`src/rtl/hashmap_pkg.sv`:
```
// Shared encodings and sizing helper for the set-associative hashmap.
package hashmap_pkg;

  typedef enum logic [1:0] {
    OP_WRITE  = 2'd0,
    OP_DELETE = 2'd1,
    OP_CLEAR  = 2'd2,
    OP_NOP    = 2'd3
  } op_e;

  typedef enum logic [1:0] {
    RSP_NEW     = 2'd0,
    RSP_UPDATED = 2'd1,
    RSP_EVICTED = 2'd2,
    RSP_FAIL    = 2'd3
  } rsp_e;

  // Index width that stays at least one bit wide for single-entry dimensions.
  function automatic int idx_w(input int n);
    return (n > 1) ? $clog2(n) : 1;
  endfunction

endpackage

```
`src/rtl/hashmap_set.sv`:
```
// One set of WAYS key/value entries with valid bits and a round-robin victim pointer.
module hashmap_set
  import hashmap_pkg::*;
#(
  parameter int KEY_WIDTH   = 8,
  parameter int VALUE_WIDTH = 8,
  parameter int WAYS        = 2,
  parameter int WAY_W       = idx_w(WAYS)
) (
  input  logic                   clk,
  input  logic                   rst_n,
  input  logic [KEY_WIDTH-1:0]   i_cmd_key,
  input  logic [KEY_WIDTH-1:0]   i_rd_key,
  output logic                   o_cmd_hit,
  output logic [WAY_W-1:0]       o_cmd_hit_way,
  output logic [WAY_W-1:0]       o_free_way,
  output logic                   o_full,
  output logic [WAY_W-1:0]       o_victim,
  output logic                   o_rd_hit,
  output logic [VALUE_WIDTH-1:0] o_rd_value,
  input  logic                   i_wr_en,
  input  logic                   i_del_en,
  input  logic [WAY_W-1:0]       i_way,
  input  logic [VALUE_WIDTH-1:0] i_wr_value,
  input  logic                   i_evict,
  input  logic                   i_clear
);

  logic [WAYS-1:0]        r_valid;
  logic [WAY_W-1:0]       r_victim;
  logic [KEY_WIDTH-1:0]   r_key   [WAYS];
  logic [VALUE_WIDTH-1:0] r_value [WAYS];

  // Descending scan so the lowest-index free way wins.
  always_comb begin
    o_cmd_hit     = 1'b0;
    o_cmd_hit_way = '0;
    o_free_way    = '0;
    o_full        = 1'b1;
    o_rd_hit      = 1'b0;
    o_rd_value    = '0;
    for (int i = WAYS - 1; i >= 0; i--) begin
      if (r_valid[i] && (r_key[i] == i_cmd_key)) begin
        o_cmd_hit     = 1'b1;
        o_cmd_hit_way = WAY_W'(i);
      end
      if (!r_valid[i]) begin
        o_free_way = WAY_W'(i);
        o_full     = 1'b0;
      end
      if (r_valid[i] && (r_key[i] == i_rd_key)) begin
        o_rd_hit   = 1'b1;
        o_rd_value = r_value[i];
      end
    end
  end

  assign o_victim = r_victim;

  always_ff @(posedge clk or negedge rst_n) begin
    if (!rst_n) begin
      r_valid  <= '0;
      r_victim <= '0;
    end else if (i_clear) begin
      r_valid  <= '0;
      r_victim <= '0;
    end else begin
      if (i_wr_en)  r_valid[i_way] <= 1'b1;
      if (i_del_en) r_valid[i_way] <= 1'b0;
      if (i_evict) begin
        r_victim <= (r_victim == WAY_W'(WAYS - 1)) ? '0 : r_victim + WAY_W'(1);
      end
    end
  end

  // Payload storage is not reset; validity alone decides what is visible.
  always_ff @(posedge clk) begin
    if (i_wr_en) begin
      r_key[i_way]   <= i_cmd_key;
      r_value[i_way] <= i_wr_value;
    end
  end

endmodule

```
`src/rtl/assoc_hashmap.sv`:
```
// Set-associative key/value cache: command port with registered status, independent registered lookup.
module assoc_hashmap
  import hashmap_pkg::*;
#(
  parameter int KEY_WIDTH   = 8,
  parameter int VALUE_WIDTH = 8,
  parameter int SETS        = 4,
  parameter int WAYS        = 2,
  parameter bit OVERWRITE   = 1'b1
) (
  input  logic                                clk,
  input  logic                                rst_n,
  input  logic                                cmd_valid,
  input  logic [1:0]                          cmd_op,
  input  logic [KEY_WIDTH-1:0]                cmd_key,
  input  logic [VALUE_WIDTH-1:0]              cmd_value,
  output logic                                rsp_valid,
  output logic [1:0]                          rsp_code,
  input  logic                                read_request,
  input  logic [KEY_WIDTH-1:0]                read_key,
  output logic                                read_valid,
  output logic                                read_hit,
  output logic [VALUE_WIDTH-1:0]              read_value,
  output logic [$clog2(SETS*WAYS+1)-1:0]      count
);

  localparam int SET_W = idx_w(SETS);
  localparam int WAY_W = idx_w(WAYS);
  localparam int CNT_W = $clog2(SETS * WAYS + 1);
  localparam int MOD_W = (KEY_WIDTH > 32) ? KEY_WIDTH : 32;

  // cmd_valid and read_request carry no ready: every strobe is accepted on the edge that samples it.
  logic [SET_W-1:0] w_cmd_set, w_rd_set;
  assign w_cmd_set = SET_W'(MOD_W'(cmd_key) % MOD_W'(SETS));
  assign w_rd_set  = SET_W'(MOD_W'(read_key) % MOD_W'(SETS));

  logic                   w_set_hit      [SETS];
  logic [WAY_W-1:0]       w_set_hit_way  [SETS];
  logic [WAY_W-1:0]       w_set_free_way [SETS];
  logic                   w_set_full     [SETS];
  logic [WAY_W-1:0]       w_set_victim   [SETS];
  logic                   w_set_rd_hit   [SETS];
  logic [VALUE_WIDTH-1:0] w_set_rd_value [SETS];

  logic             w_wr_en, w_del_en, w_evict, w_clear, w_inc, w_dec, w_fire;
  logic [WAY_W-1:0] w_way;
  logic [1:0]       w_code;

  always_comb begin
    w_wr_en  = 1'b0;
    w_del_en = 1'b0;
    w_evict  = 1'b0;
    w_clear  = 1'b0;
    w_inc    = 1'b0;
    w_dec    = 1'b0;
    w_way    = '0;
    w_code   = RSP_NEW;
    if (cmd_valid) begin
      case (cmd_op)
        OP_WRITE: begin
          if (w_set_hit[w_cmd_set]) begin
            w_wr_en = 1'b1;
            w_way   = w_set_hit_way[w_cmd_set];
            w_code  = RSP_UPDATED;
          end else if (!w_set_full[w_cmd_set]) begin
            w_wr_en = 1'b1;
            w_way   = w_set_free_way[w_cmd_set];
            w_inc   = 1'b1;
            w_code  = RSP_NEW;
          end else if (OVERWRITE) begin
            w_wr_en = 1'b1;
            w_evict = 1'b1;
            w_way   = w_set_victim[w_cmd_set];
            w_code  = RSP_EVICTED;
          end else begin
            w_code  = RSP_FAIL;
          end
        end
        OP_DELETE: begin
          if (w_set_hit[w_cmd_set]) begin
            w_del_en = 1'b1;
            w_way    = w_set_hit_way[w_cmd_set];
            w_dec    = 1'b1;
            w_code   = RSP_NEW;
          end else begin
            w_code   = RSP_FAIL;
          end
        end
        OP_CLEAR: begin
          w_clear = 1'b1;
          w_code  = RSP_NEW;
        end
        default: ;
      endcase
    end
  end

  assign w_fire = cmd_valid && (cmd_op != OP_NOP);

  for (genvar s = 0; s < SETS; s++) begin : g_set
    logic w_sel;
    assign w_sel = (w_cmd_set == SET_W'(s));
    hashmap_set #(
      .KEY_WIDTH  (KEY_WIDTH),
      .VALUE_WIDTH(VALUE_WIDTH),
      .WAYS       (WAYS),
      .WAY_W      (WAY_W)
    ) u_set (
      .clk          (clk),
      .rst_n        (rst_n),
      .i_cmd_key    (cmd_key),
      .i_rd_key     (read_key),
      .o_cmd_hit    (w_set_hit[s]),
      .o_cmd_hit_way(w_set_hit_way[s]),
      .o_free_way   (w_set_free_way[s]),
      .o_full       (w_set_full[s]),
      .o_victim     (w_set_victim[s]),
      .o_rd_hit     (w_set_rd_hit[s]),
      .o_rd_value   (w_set_rd_value[s]),
      .i_wr_en      (w_wr_en && w_sel),
      .i_del_en     (w_del_en && w_sel),
      .i_way        (w_way),
      .i_wr_value   (cmd_value),
      .i_evict      (w_evict && w_sel),
      .i_clear      (w_clear)
    );
  end

  logic                   r_rsp_valid, r_read_valid, r_read_hit;
  logic [1:0]             r_rsp_code;
  logic [VALUE_WIDTH-1:0] r_read_value;
  logic [CNT_W-1:0]       r_count;

  always_ff @(posedge clk or negedge rst_n) begin
    if (!rst_n) begin
      r_rsp_valid  <= 1'b0;
      r_rsp_code   <= '0;
      r_read_valid <= 1'b0;
      r_read_hit   <= 1'b0;
      r_read_value <= '0;
      r_count      <= '0;
    end else begin
      r_rsp_valid  <= w_fire;
      r_read_valid <= read_request;
      if (w_fire) r_rsp_code <= w_code;
      // Lookup sees pre-command state because sets update on this same edge.
      if (read_request) begin
        r_read_hit   <= w_set_rd_hit[w_rd_set];
        r_read_value <= w_set_rd_value[w_rd_set];
      end
      if (w_clear)    r_count <= '0;
      else if (w_inc) r_count <= r_count + CNT_W'(1);
      else if (w_dec) r_count <= r_count - CNT_W'(1);
    end
  end

  assign rsp_valid  = r_rsp_valid;
  assign rsp_code   = r_rsp_code;
  assign read_valid = r_read_valid;
  assign read_hit   = r_read_hit;
  assign read_value = r_read_value;
  assign count      = r_count;

endmodule

```
`config.mk`:
```
export PLATFORM = sky130hd
export DESIGN_NAME = assoc_hashmap
export DESIGN_NICKNAME = d
export VERILOG_FILES = /design/src/rtl/hashmap_pkg.sv /design/src/rtl/hashmap_set.sv /design/src/rtl/assoc_hashmap.sv
export SDC_FILE = /design/constraint.sdc
export NUM_CORES = 1
export LEC_CHECK = 0
export CAP_MARGIN = 15
export CORE_UTILIZATION = 64
export DETAILED_ROUTE_END_ITERATION = 12
export GPL_TIMING_DRIVEN = 0
export MAX_ROUTING_LAYER = met4
export PLACE_DENSITY = 0.85
export SLEW_MARGIN = 20
export SYNTH_ARGS = -nofsm -noshare
export SYNTH_HDL_FRONTEND = slang
export SYNTH_SLANG_ARGS = --single-unit
export TNS_END_PERCENT = 5
```
`constraint.sdc`:
```
create_clock -name clk -period 6.6 [get_ports clk]
set_clock_uncertainty 0.15 [all_clocks]
set_input_delay 1.32 -clock clk [delete_from_list [all_inputs] [get_ports clk]]
set_output_delay 1.32 -clock clk [all_outputs]
set_load 0.1 [all_outputs]
```
==> results of run 1 <==
-- logic make-up after synthesis --
family	Yosys count
fa+ha+maj	3
flops	157
simple gates	167
mux	9
xor+xnor	126
compound gates	99
buf+inv	39
-- per-stage QoR --
| step | std cells | instance area (sq um) | power (uW) | util (%) |
|---|---|---|---|---|
| floorplan | 600 | 7800 | 1460 | - |
| global placement | 781 | 8360 | 1560 | 71.7 |
| detailed placement | 785 | 8440 | 1580 | 72.3 |
| CTS | 817 | 9020 | 2550 | 77.4 |
| global route | 817 | 9040 | 2620 | 77.5 |
| finish | 817 | 9040 | 2550 | 77.5 |
-- power breakdown --
group	switching, uW	leakage (uW)	internal, uW
clock network	424	0.000278	563
registers	30.2	0.00153	1100
logic	291	0.00120	140
total	745	0.00300	1810
-- worst max-delay path: cells and delay by family --
| kind | cells | cell delay, ns |
|---|---|---|
| buf+inv | 3 | 1.17 |
| compound gates | 2 | 1.07 |
| xor+xnor | 1 | 0.16 |
| simple gates | 4 | 1.46 |
-- Yosys cell counts (3+ instances only) --
cell type	number	area share, %
edfxtp_1	128	49
xnor2_1	109	12
nand2_1	41	2.0
dfrtp_1	29	9.3
nand3_1	24	1.5
nand4_1	17	1.4
nor2_1	17	0.82
xor2_1	16	1.8
a21oi_1	15	0.96
a221oi_1	13	1.5
nor3_1	12	0.77
clkbuf_1	11	0.53
inv_1	10	0.48
nand2b_1	10	0.80
nor2b_1	10	0.80
buf_2	9	0.58
buf_6	9	1.3
a21o_1	8	0.77
mux2i_1	7	0.90
a22oi_1	6	0.58
a31oi_1	6	0.48
and2_1	6	0.48
o221a_2	5	0.72
nand3b_1	4	0.39
nor3_2	4	0.51
a21oi_2	3	0.34
a31o_1	3	0.34
nor4_1	3	0.24
nor4_2	3	0.48
o211a_1	3	0.39
o211ai_1	3	0.29
o31ai_1	3	0.29
or3_1	3	0.24
-- layout make-up --
| class | instances | area [sq um] |
|---|---|---|
| buffer | 29 | 188 |
| clock buffer | 18 | 429 |
| clock inverter | 14 | 160 |
| fill | 692 | 2630 |
| inverter | 10 | 37.5 |
| multi-input combinational | 404 | 3050 |
| sequential | 157 | 4570 |
| tap | 143 | 179 |
| timing repair buffer | 42 | 428 |
-- per-layer routing --
metal  wire, um  vias to the layer above  share of wire (%)  track usage, %
li1           -                     2360                  -               -
met5          0                        -                  0               -
met1       7550                     2655                 38            45.0
met3       2070                       70                 10            8.53
met4        769                        0                3.8            17.1
met2       9750                      353                 48            53.8
-- path summary, 6_finish.rpt --
kind | from | endpoint | slack (ns) | depth (start not counted)
setup reg to reg | g_set[3].u_set.r_key[0][4] | g_set[0].u_set.r_key[0][7] | 2.79 | 8
max in group asynchronous | rst_n | read_value[7] | 5.05 | 1
min in group asynchronous | rst_n | rsp_valid | 0.78 | 1
setup / recovery | cmd_key[3] | g_set[0].u_set.r_key[0][7] | 1.39 | 10
hold / removal | g_set[2].u_set.o_victim | g_set[2].u_set.o_victim | 0.34 | 1
hold reg to reg | g_set[2].u_set.o_victim | g_set[2].u_set.o_victim | 0.34 | 1
-- registers in the layout, summed over array words and instances (netlist names) --
name                  flops
g_set.u_set.r_key        64
g_set.u_set.r_value      64
g_set.u_set.r_valid       8
read_value                8
count                     4
g_set.u_set.o_victim      4
rsp_code                  2
read_hit                  1
read_valid                1
rsp_valid                 1
==> flow_summary.ini, run 1 <==
[outcome]
status = finished, final reports clean

[sta]
period_share_pct = 78.9
rsz0062_at_grt = no
whs_ns = 0.341
hold_viol = 0
maxSlewHeadroom_pct = 29.4
worst_slack_ns = 1.39
setup_viol = 0
fin_crit_ns = 5.21
setup_tns_ns = 0
finalMaxSlewViolations = 0
max_freq_mhz = 192
worst_pin_slew_ns = 1.05

[yosys]
synth-simple-area-share_pct = 11.8
synth_cell_type_count = 72
synth_adder_area_share_pct = 0.577
synth_top_family_by_area = XOR/XNOR gates
synth_compound_area_share_pct = 10.4
synth-seq-cells = 157
synth_xor_area_share_pct = 14.2
synth_fp_nets = 633
synth-async-reset-ratio_pct = 18.5
synth_edf_count = 128
yosysWarnings = 0
ys.flop_type = edfxtp_1
yosysSeqAreaShare_pct = 58.6
netlist_instances = 600
synth.area.mux_share_pct = 1.48
syn_area_per_cell_sq_um = 13.0
synth_area_sq_um = 7800

[final_layout]
drive_above_1_share_pct = 13.2
mostFrequentLayoutCell = edfxtp_1
final_cell_mix = 128 x edfxtp_1, 109 x xnor2_1, 41 x nand2_1
syn_to_final_growth_pct = 15.9
nets = 694
diodes = 0

[detailed_routing]
drcViolationCount = 0
wl_mm = 20.1
wire_per_inst_um = 24.7
antenna_left = 0
vias = 5438
drt-pass1-iter-count = 7
drt-initial-drc-count = 746
via_per_inst = 6.66

[setup_path]
crit_path_top_delay_cell = o31ai_2
worstPathArrival_ns = 5.20
start_kind = input pin
required_ns = 6.60
path_common_cell = nor2_2
cpPeakStageDelay_ns = 0.83
crit_path_cell_trace = clkdlybuf4s50_1 > buf_6 > xor2_1 > nor4_1 > a21o_1 > nor2_2 > o31ai_2 > nand2_2 > nor2_2 > buf_8
cp-end-kind = flip-flop
worstSetupPathType = input pin to flip-flop
crit_fanout = 9

[global_routing]
gr-usage-all-layers_pct = 35.4
grt_pass1_wl_mm = 31.0
grt_pass1_vias = 5558
grt_max_degree = 30
grt_overflow = 0
antenna_found_initial = 0

[pwr]
peakVddDrop_mv = 0.252
p_per_area_nw_per_um2 = 282
power_leakage_uw = 0.00300

[clock_tree]
cts.sinks = 157
cts_resized = 0
cts_setup_buffers = 0
clockRootBuffer = clkbuf_16
ctsHoldBuffers = 0
h-tree-depth = 4
clk_latency_ns = 0.44
path_clk_slew_ns = 0.06
cts_tree = built
cts-buffers-inserted = 17
clockBufferDepth = 2

[place]
place_ws_ns = 1.09
hpwl_mm = 13.3
gp_congestion = 0.931
portBuffers = 38

[floorplan]
die_h_um = 112
die_area_sq_um = 12600
num_rows = 39
core-area_sq_um = 11700
pin_count = 47
initial_core_util_pct = 66.9
die_w_um = 112

[worst_hold_path]
hold_path.class = flip-flop to flip-flop

[job]
max_cap_viol_count = 0
Power figures use the tool's default switching activity.
==> run 2, diff against run 1 <==
--- a/config.mk
+++ b/config.mk
@@ -6,11 +6,11 @@
 export NUM_CORES = 1
 export LEC_CHECK = 0
 export CAP_MARGIN = 15
-export CORE_UTILIZATION = 64
+export CORE_UTILIZATION = 60
 export DETAILED_ROUTE_END_ITERATION = 12
 export GPL_TIMING_DRIVEN = 0
 export MAX_ROUTING_LAYER = met4
-export PLACE_DENSITY = 0.85
+export PLACE_DENSITY = 0.8
 export SLEW_MARGIN = 20
 export SYNTH_ARGS = -nofsm -noshare
 export SYNTH_HDL_FRONTEND = slang
==> constraint.sdc (replaced) <==
create_clock -name clk -period 5.43 [get_ports clk]
set_clock_uncertainty 0.15 [all_clocks]
set_input_delay 1.086 -clock clk [delete_from_list [all_inputs] [get_ports clk]]
set_output_delay 1.086 -clock clk [all_outputs]
set_load 0.1 [all_outputs]
==> run 2 against run 1 <==
Cell count is 3.5% higher. Utilization is 6.0 points lower. Worst setup slack worse by 1.0 ns. Routed wire length is 3.8% lower. Clock power is 18% higher. Hold slack worse by 0.0062 ns. Largest cell class unchanged.
==> flow_summary.ini, run 2 (synthesis gave the netlist of run 1 again) <==
[detailed_routing]
met2_length_mm = 9.33
wire_per_inst_um = 22.9
drt-initial-drc-count = 724
antenna_left = 0
wl_met1_mm = 7.67
drcViolationCount = 0
top_layer = met4
wl_met3_mm = 1.96
drt-pass1-iter-count = 5
vias = 5356
wl_mm = 19.4
via_per_inst = 6.33

[final_layout]
final_cell_mix = 128 x edfxtp_1, 109 x xnor2_1, 41 x nand2_1
mostFrequentLayoutCell = edfxtp_1
diodes = 0
syn_to_final_growth_pct = 16.2
fillers = 863
reg_top3 = g_set.u_set.r_key x64, g_set.u_set.r_value x64
nets = 694
final_util_pct = 71.5
drive_above_1_share_pct = 13.2
final_area_sq_um = 9060

[setup_path]
worstPathArrival_ns = 5.07
start_kind = input pin
crit_fanout = 9
required_ns = 5.42
worstSetupPathType = input pin to flip-flop
cp-end-kind = flip-flop

[place]
dpl_cell_area_sq_um = 8480
place_ws_ns = -0.0111
hpwl_mm = 13.5
portBuffers = 38
gp_congestion = 0.912

[pwr]
p_per_area_nw_per_um2 = 338
pwr-share-seq_pct = 45.0
p_int_uw = 2190
p_clk_share_pct = 37.9
switchingPower_uw = 871
power_leakage_uw = 0.00300
combPwrFrac_pct = 17.2
p_sw_share_pct = 28.5
peakVddDrop_mv = 0.244

[sta]
fin_crit_ns = 5.08
period_share_pct = 93.5
worst_slack_ns = 0.351
setup_viol = 0
max_freq_mhz = 197
worst_pin_slew_ns = 1.14
setup_tns_ns = 0
finalMaxSlewViolations = 0
maxSlewHeadroom_pct = 23.5
rsz0062_at_grt = no
hold_viol = 0

[clock_tree]
clockBufferDepth = 2
clockRootBuffer = clkbuf_16
cts-buffers-inserted = 17
h-tree-depth = 4
cts.sinks = 157
cts_tree = built
cts_setup_buffers = 0
path_clk_slew_ns = 0.06
ctsHoldBuffers = 0
cts_resized = 0
clk_latency_ns = 0.44

[floorplan]
num_rows = 41
pin_count = 47
core-area_sq_um = 12700
initial_core_util_pct = 61.6
die_area_sq_um = 13500
die_h_um = 116
die_w_um = 116

[outcome]
status = finished, final reports clean

[global_routing]
grt_pass1_vias = 5146
gr-usage-all-layers_pct = 32.1
grt_max_degree = 30
antenna_found_initial = 0
grt_pass1_wl_mm = 29.3
grt_overflow = 0

[worst_hold_path]
hold_path.class = flip-flop to flip-flop

[job]
max_cap_viol_count = 0
-- run 2: changes by cell type in the layout (fill, tap and decap cells not counted) --
cell        before  now
clkbuf_1        12   13
clkinv_1         1    0
clkinv_2         1    3
clkinv_4         2    5
clkinv_8         1    0
clkinvlp_4       3    2
inv_6            4    1
-- run 2: layout make-up --
cell class	instances	area [sq um]	share of cell area, %
Buffer	29	188	2.07
Tap cell	172	215	2.38
Multi-Input combinational cell	404	3050	33.6
Inverter	10	37.5	0.414
Clock buffer	19	433	4.78
Sequential cell	157	4570	50.4
Timing Repair Buffer	42	428	4.72
Clock inverter	13	143	1.57
-- run 2: per-stage QoR --
step | power, uW | hold WS, ns | std cells
2_1_floorplan | 1770 | 0.290 | 600
3_3_place_gp | 1910 | 0.317 | 810
3_5_place_dp | 1920 | 0.316 | 814
4_1_cts | 3060 | 0.333 | 846
5_1_grt | 3150 | 0.366 | 846
6_report | 3060 | 0.335 | 846
-- run 2: worst paths after layout --
path | slack [ns] | startpoint | end | depth (start not counted)
setup / recovery | 0.35 | cmd_key[3] | g_set[1].u_set.r_key[0][4] | 10
hold / removal | 0.33 | g_set[2].u_set.o_victim | g_set[2].u_set.o_victim | 1
setup reg to reg | 1.53 | g_set[3].u_set.r_key[0][4] | g_set[1].u_set.r_key[0][4] | 8
hold reg to reg | 0.33 | g_set[2].u_set.o_victim | g_set[2].u_set.o_victim | 1
max in group asynchronous | 4.14 | rst_n | read_value[3] | 1
min in group asynchronous | 0.54 | rst_n | rsp_code[0] | 1
-- run 2: metal layers --
metal | track usage [%] | up-vias
met1 | 42.7 | 2670
met5 | - | -
li1 | - | 2352
met2 | 48.4 | 300
met3 | 8.05 | 34
met4 | 10.5 | 0
-- run 2: critical path, stage by stage --
cell and delay (ns):
clkdlybuf4s50_1 0.66, buf_6 0.28, xor2_1 0.17, nor4_1 0.60, a21o_1 0.24, nor2_2 0.09, o31ai_2 0.83, nand2_2 0.25
nor2_2 0.61, buf_8 0.25
-- run 2: power by group through the flow --
stage,Combinational [uW],Sequential [uW],Clock [uW]
detailed placement,522,1400,0
floorplan,206,1570,0
finish,525,1380,1160
global route,558,1380,1210
global placement,507,1400,0
CTS,524,1380,1160
==> run 3, diff against run 2 <==
--- a/config.mk
+++ b/config.mk
@@ -5,12 +5,14 @@
 export SDC_FILE = /design/constraint.sdc
 export NUM_CORES = 1
 export LEC_CHECK = 0
+export ABC_AREA = 1
+export ABC_CLOCK_PERIOD_IN_PS = 5430
 export CAP_MARGIN = 15
-export CORE_UTILIZATION = 60
+export CORE_UTILIZATION = 61
 export DETAILED_ROUTE_END_ITERATION = 12
 export GPL_TIMING_DRIVEN = 0
 export MAX_ROUTING_LAYER = met4
-export PLACE_DENSITY = 0.8
+export PLACE_DENSITY = 0.81
 export SLEW_MARGIN = 20
 export SYNTH_ARGS = -nofsm -noshare
 export SYNTH_HDL_FRONTEND = slang
==> run 3 against run 2 <==
Area after synthesis is 12% higher. Maximum frequency is 14% higher. First-iteration DRC count is 1.2% lower. Critical endpoint is now g_set[0].u_set.r_value[0][0]. Global-route usage is 1.4 points higher. Via count is 38% higher.
==> flow_summary.ini, run 3 <==
[outcome]
status = finished, final reports clean

[final_layout]
final_cell_mix = 315 x nand2_1, 128 x edfxtp_1, 118 x nand3_1
multi_input_area_sq_um = 3470
regArea_sq_um = 4570
reg_top3 = g_set.u_set.r_key x64, g_set.u_set.r_value x64
mostFrequentLayoutCell = nand2_1
drive_above_1_share_pct = 10.5
fillers = 1061
syn_to_final_growth_pct = 14.4
diodes = 0
nets = 1113

[yosys]
syn_area_per_cell_sq_um = 8.60
synth_area_leaders = edfxtp_1 44%, nand2_1 14%, dfrtp_1 8.3%
synth-seq-cells = 157
synth_top_area_cell = edfxtp_1
synth_area_sq_um = 8740
synth_edf_count = 128
yosysWarnings = 0
synth_cell_type_count = 38
synthTopCellsByCount = 315 x nand2_1, 128 x edfxtp_1, 118 x nand3_1
synth-async-reset-ratio_pct = 18.5
yosysSeqAreaShare_pct = 52.3
synth_fp_nets = 1050
ys.flop_type = edfxtp_1
yosysMostFrequentCell = nand2_1
synth_top_area_share_pct = 44.0
netlist_instances = 1017

[floorplan]
core-area_sq_um = 13900
initial_core_util_pct = 62.8
pin_count = 47
die_area_sq_um = 14800
die_w_um = 122
num_rows = 43
die_h_um = 122

[place]
portBuffers = 39
hpwl_mm = 16.0
gp_congestion = 0.995

[sta]
fin_crit_ns = 4.45
period_share_pct = 81.9
setup_viol = 0
finalMaxSlewViolations = 0
whs_ns = 0.331
hold_viol = 0
worst_pin_slew_ns = 1.11
maxSlewHeadroom_pct = 26.3
max_freq_mhz = 225
rsz0062_at_grt = no
setup_tns_ns = 0

[clock_tree]
h-tree-depth = 4
ctsHoldBuffers = 0
cts_resized = 0
clk_latency_ns = 0.44
cts_setup_buffers = 0
cts-buffers-inserted = 17
path_clk_slew_ns = 0.06
clockRootBuffer = clkbuf_16
clockBufferDepth = 2
cts_tree = built
cts.sinks = 157

[global_routing]
gr-usage-all-layers_pct = 33.5
grt_max_degree = 30
grt_pass1_wl_mm = 35.7
grt_overflow = 0
grt_pass1_vias = 6994
antenna_found_initial = 0

[setup_path]
crit_start = cmd_key[4]
worstPathArrival_ns = 4.43
cp-end-kind = flip-flop
required_ns = 5.41
reg2reg_to = g_set[0].u_set.r_value[0][0]
crit_fanout = 10
worstSetupPathType = input pin to flip-flop
endpoint = g_set[0].u_set.r_value[0][0]
r2r_cells = 12
worstReg2RegStart = g_set[3].u_set.r_key[1][4]
start_kind = input pin
r2r_slack_ns = 2.22

[worst_hold_path]
hp-start = read_value[2]
hold_path.class = flip-flop to flip-flop

[job]
max_cap_viol_count = 0

[detailed_routing]
antenna_left = 0
via_per_inst = 5.80
drt-pass1-iter-count = 5
vias = 7378
drcViolationCount = 0
wire_per_inst_um = 17.9
drt-initial-drc-count = 715
wl_mm = 22.8

[pwr]
p_per_area_nw_per_um2 = 300
power_leakage_uw = 0.00437
peakVddDrop_mv = 0.250
-- run 3: cell count changes after synthesis, moves of 13 or more --
cell | previous run | this run
nand2_1 | 41 | 315
inv_1 | 10 | 117
xnor2_1 | 109 | 9
nand3_1 | 24 | 118
nor2_1 | 17 | 56
a21oi_1 | 15 | 39
o21ai_1 | 1 | 19
o21ai_0 | 2 | 19
inv_2 | 0 | 16
a221oi_1 | 13 | 0
nand3b_1 | 4 | 17
-- run 3: worst min-delay path by stage --
stage | slack [ns] | depth (start not counted) | to
CTS | 0.33 | 2 | read_value[2]
global route | 0.36 | 2 | read_value[7]
global placement | 0.32 | 2 | read_value[2]
finish | 0.33 | 2 | read_value[2]
detailed placement | 0.32 | 2 | read_value[2]
floorplan | 0.33 | 2 | g_set[0].u_set.r_valid[0]
-- run 3: cell type report --
type,count,share of cell area (%)
tap,180,2.25
buffer,25,1.69
sequential,157,45.7
clock buffer,25,5.29
inverter,146,5.60
clock inverter,7,0.613
multi-input combinational,689,34.7
timing repair buffer,44,4.23
-- run 3: per-layer routing --
layer / up-vias / global-route usage [%] / part of all wire [%]
met1: 3445 / 40.4 / 40
met5: - / - / 0
met4: 0 / 16.2 / 3.9
li1: 3490 / - / -
met3: 64 / 6.13 / 7.8
met2: 379 / 54.4 / 49
-- run 3: kinds of logic (layout without fill, tap and decap cells) --
| logic type | Yosys count | in the layout | share of synthesized area [%] |
|---|---|---|---|
| simple gates | 557 | 557 | 29.7 |
| buf+inv | 171 | 247 | 8.34 |
| fa+ha+maj | 3 | 3 | 0.515 |
| xor+xnor | 29 | 29 | 2.90 |
| flops | 157 | 157 | 52.3 |
| compound gates | 100 | 100 | 6.30 |
-- run 3: through the flow --
step | setup WS (ns) | instance area (sq um) | total power (uW) | instances | util (%)
finish | 0.983 | 10000 | 3000 | 1273 | 71.8
global route | 0.793 | 10000 | 3080 | 1273 | 71.8
CTS | 1.05 | 10000 | 2990 | 1273 | 71.8
detailed placement | 0.648 | 9410 | 1830 | 1241 | 67.6
global placement | -0.550 | 9360 | 1820 | 1236 | 67.2
floorplan | 1.49 | 8740 | 1690 | 1017 | -
-- run 3: worst max-delay path: stages --
cell and delay [ns]:
clkdlybuf4s50_1 0.72, buf_4 0.27, xor2_1 0.27, nor2_1 0.12
nand3_1 0.11, nand2_1 0.10, nand2_1 0.08, nand2_1 0.09
nor2_2 0.18, nand2_2 0.15, nand4_4 0.19, inv_2 0.10
nor3_2 0.62, buf_4 0.34
-- run 3: power by group --
| group | switching [uW] | internal, uW |
|---|---|---|
| logic | 329 | 123 |
| clock network | 504 | 689 |
| registers | 20.9 | 1340 |
| total | 854 | 2150 |
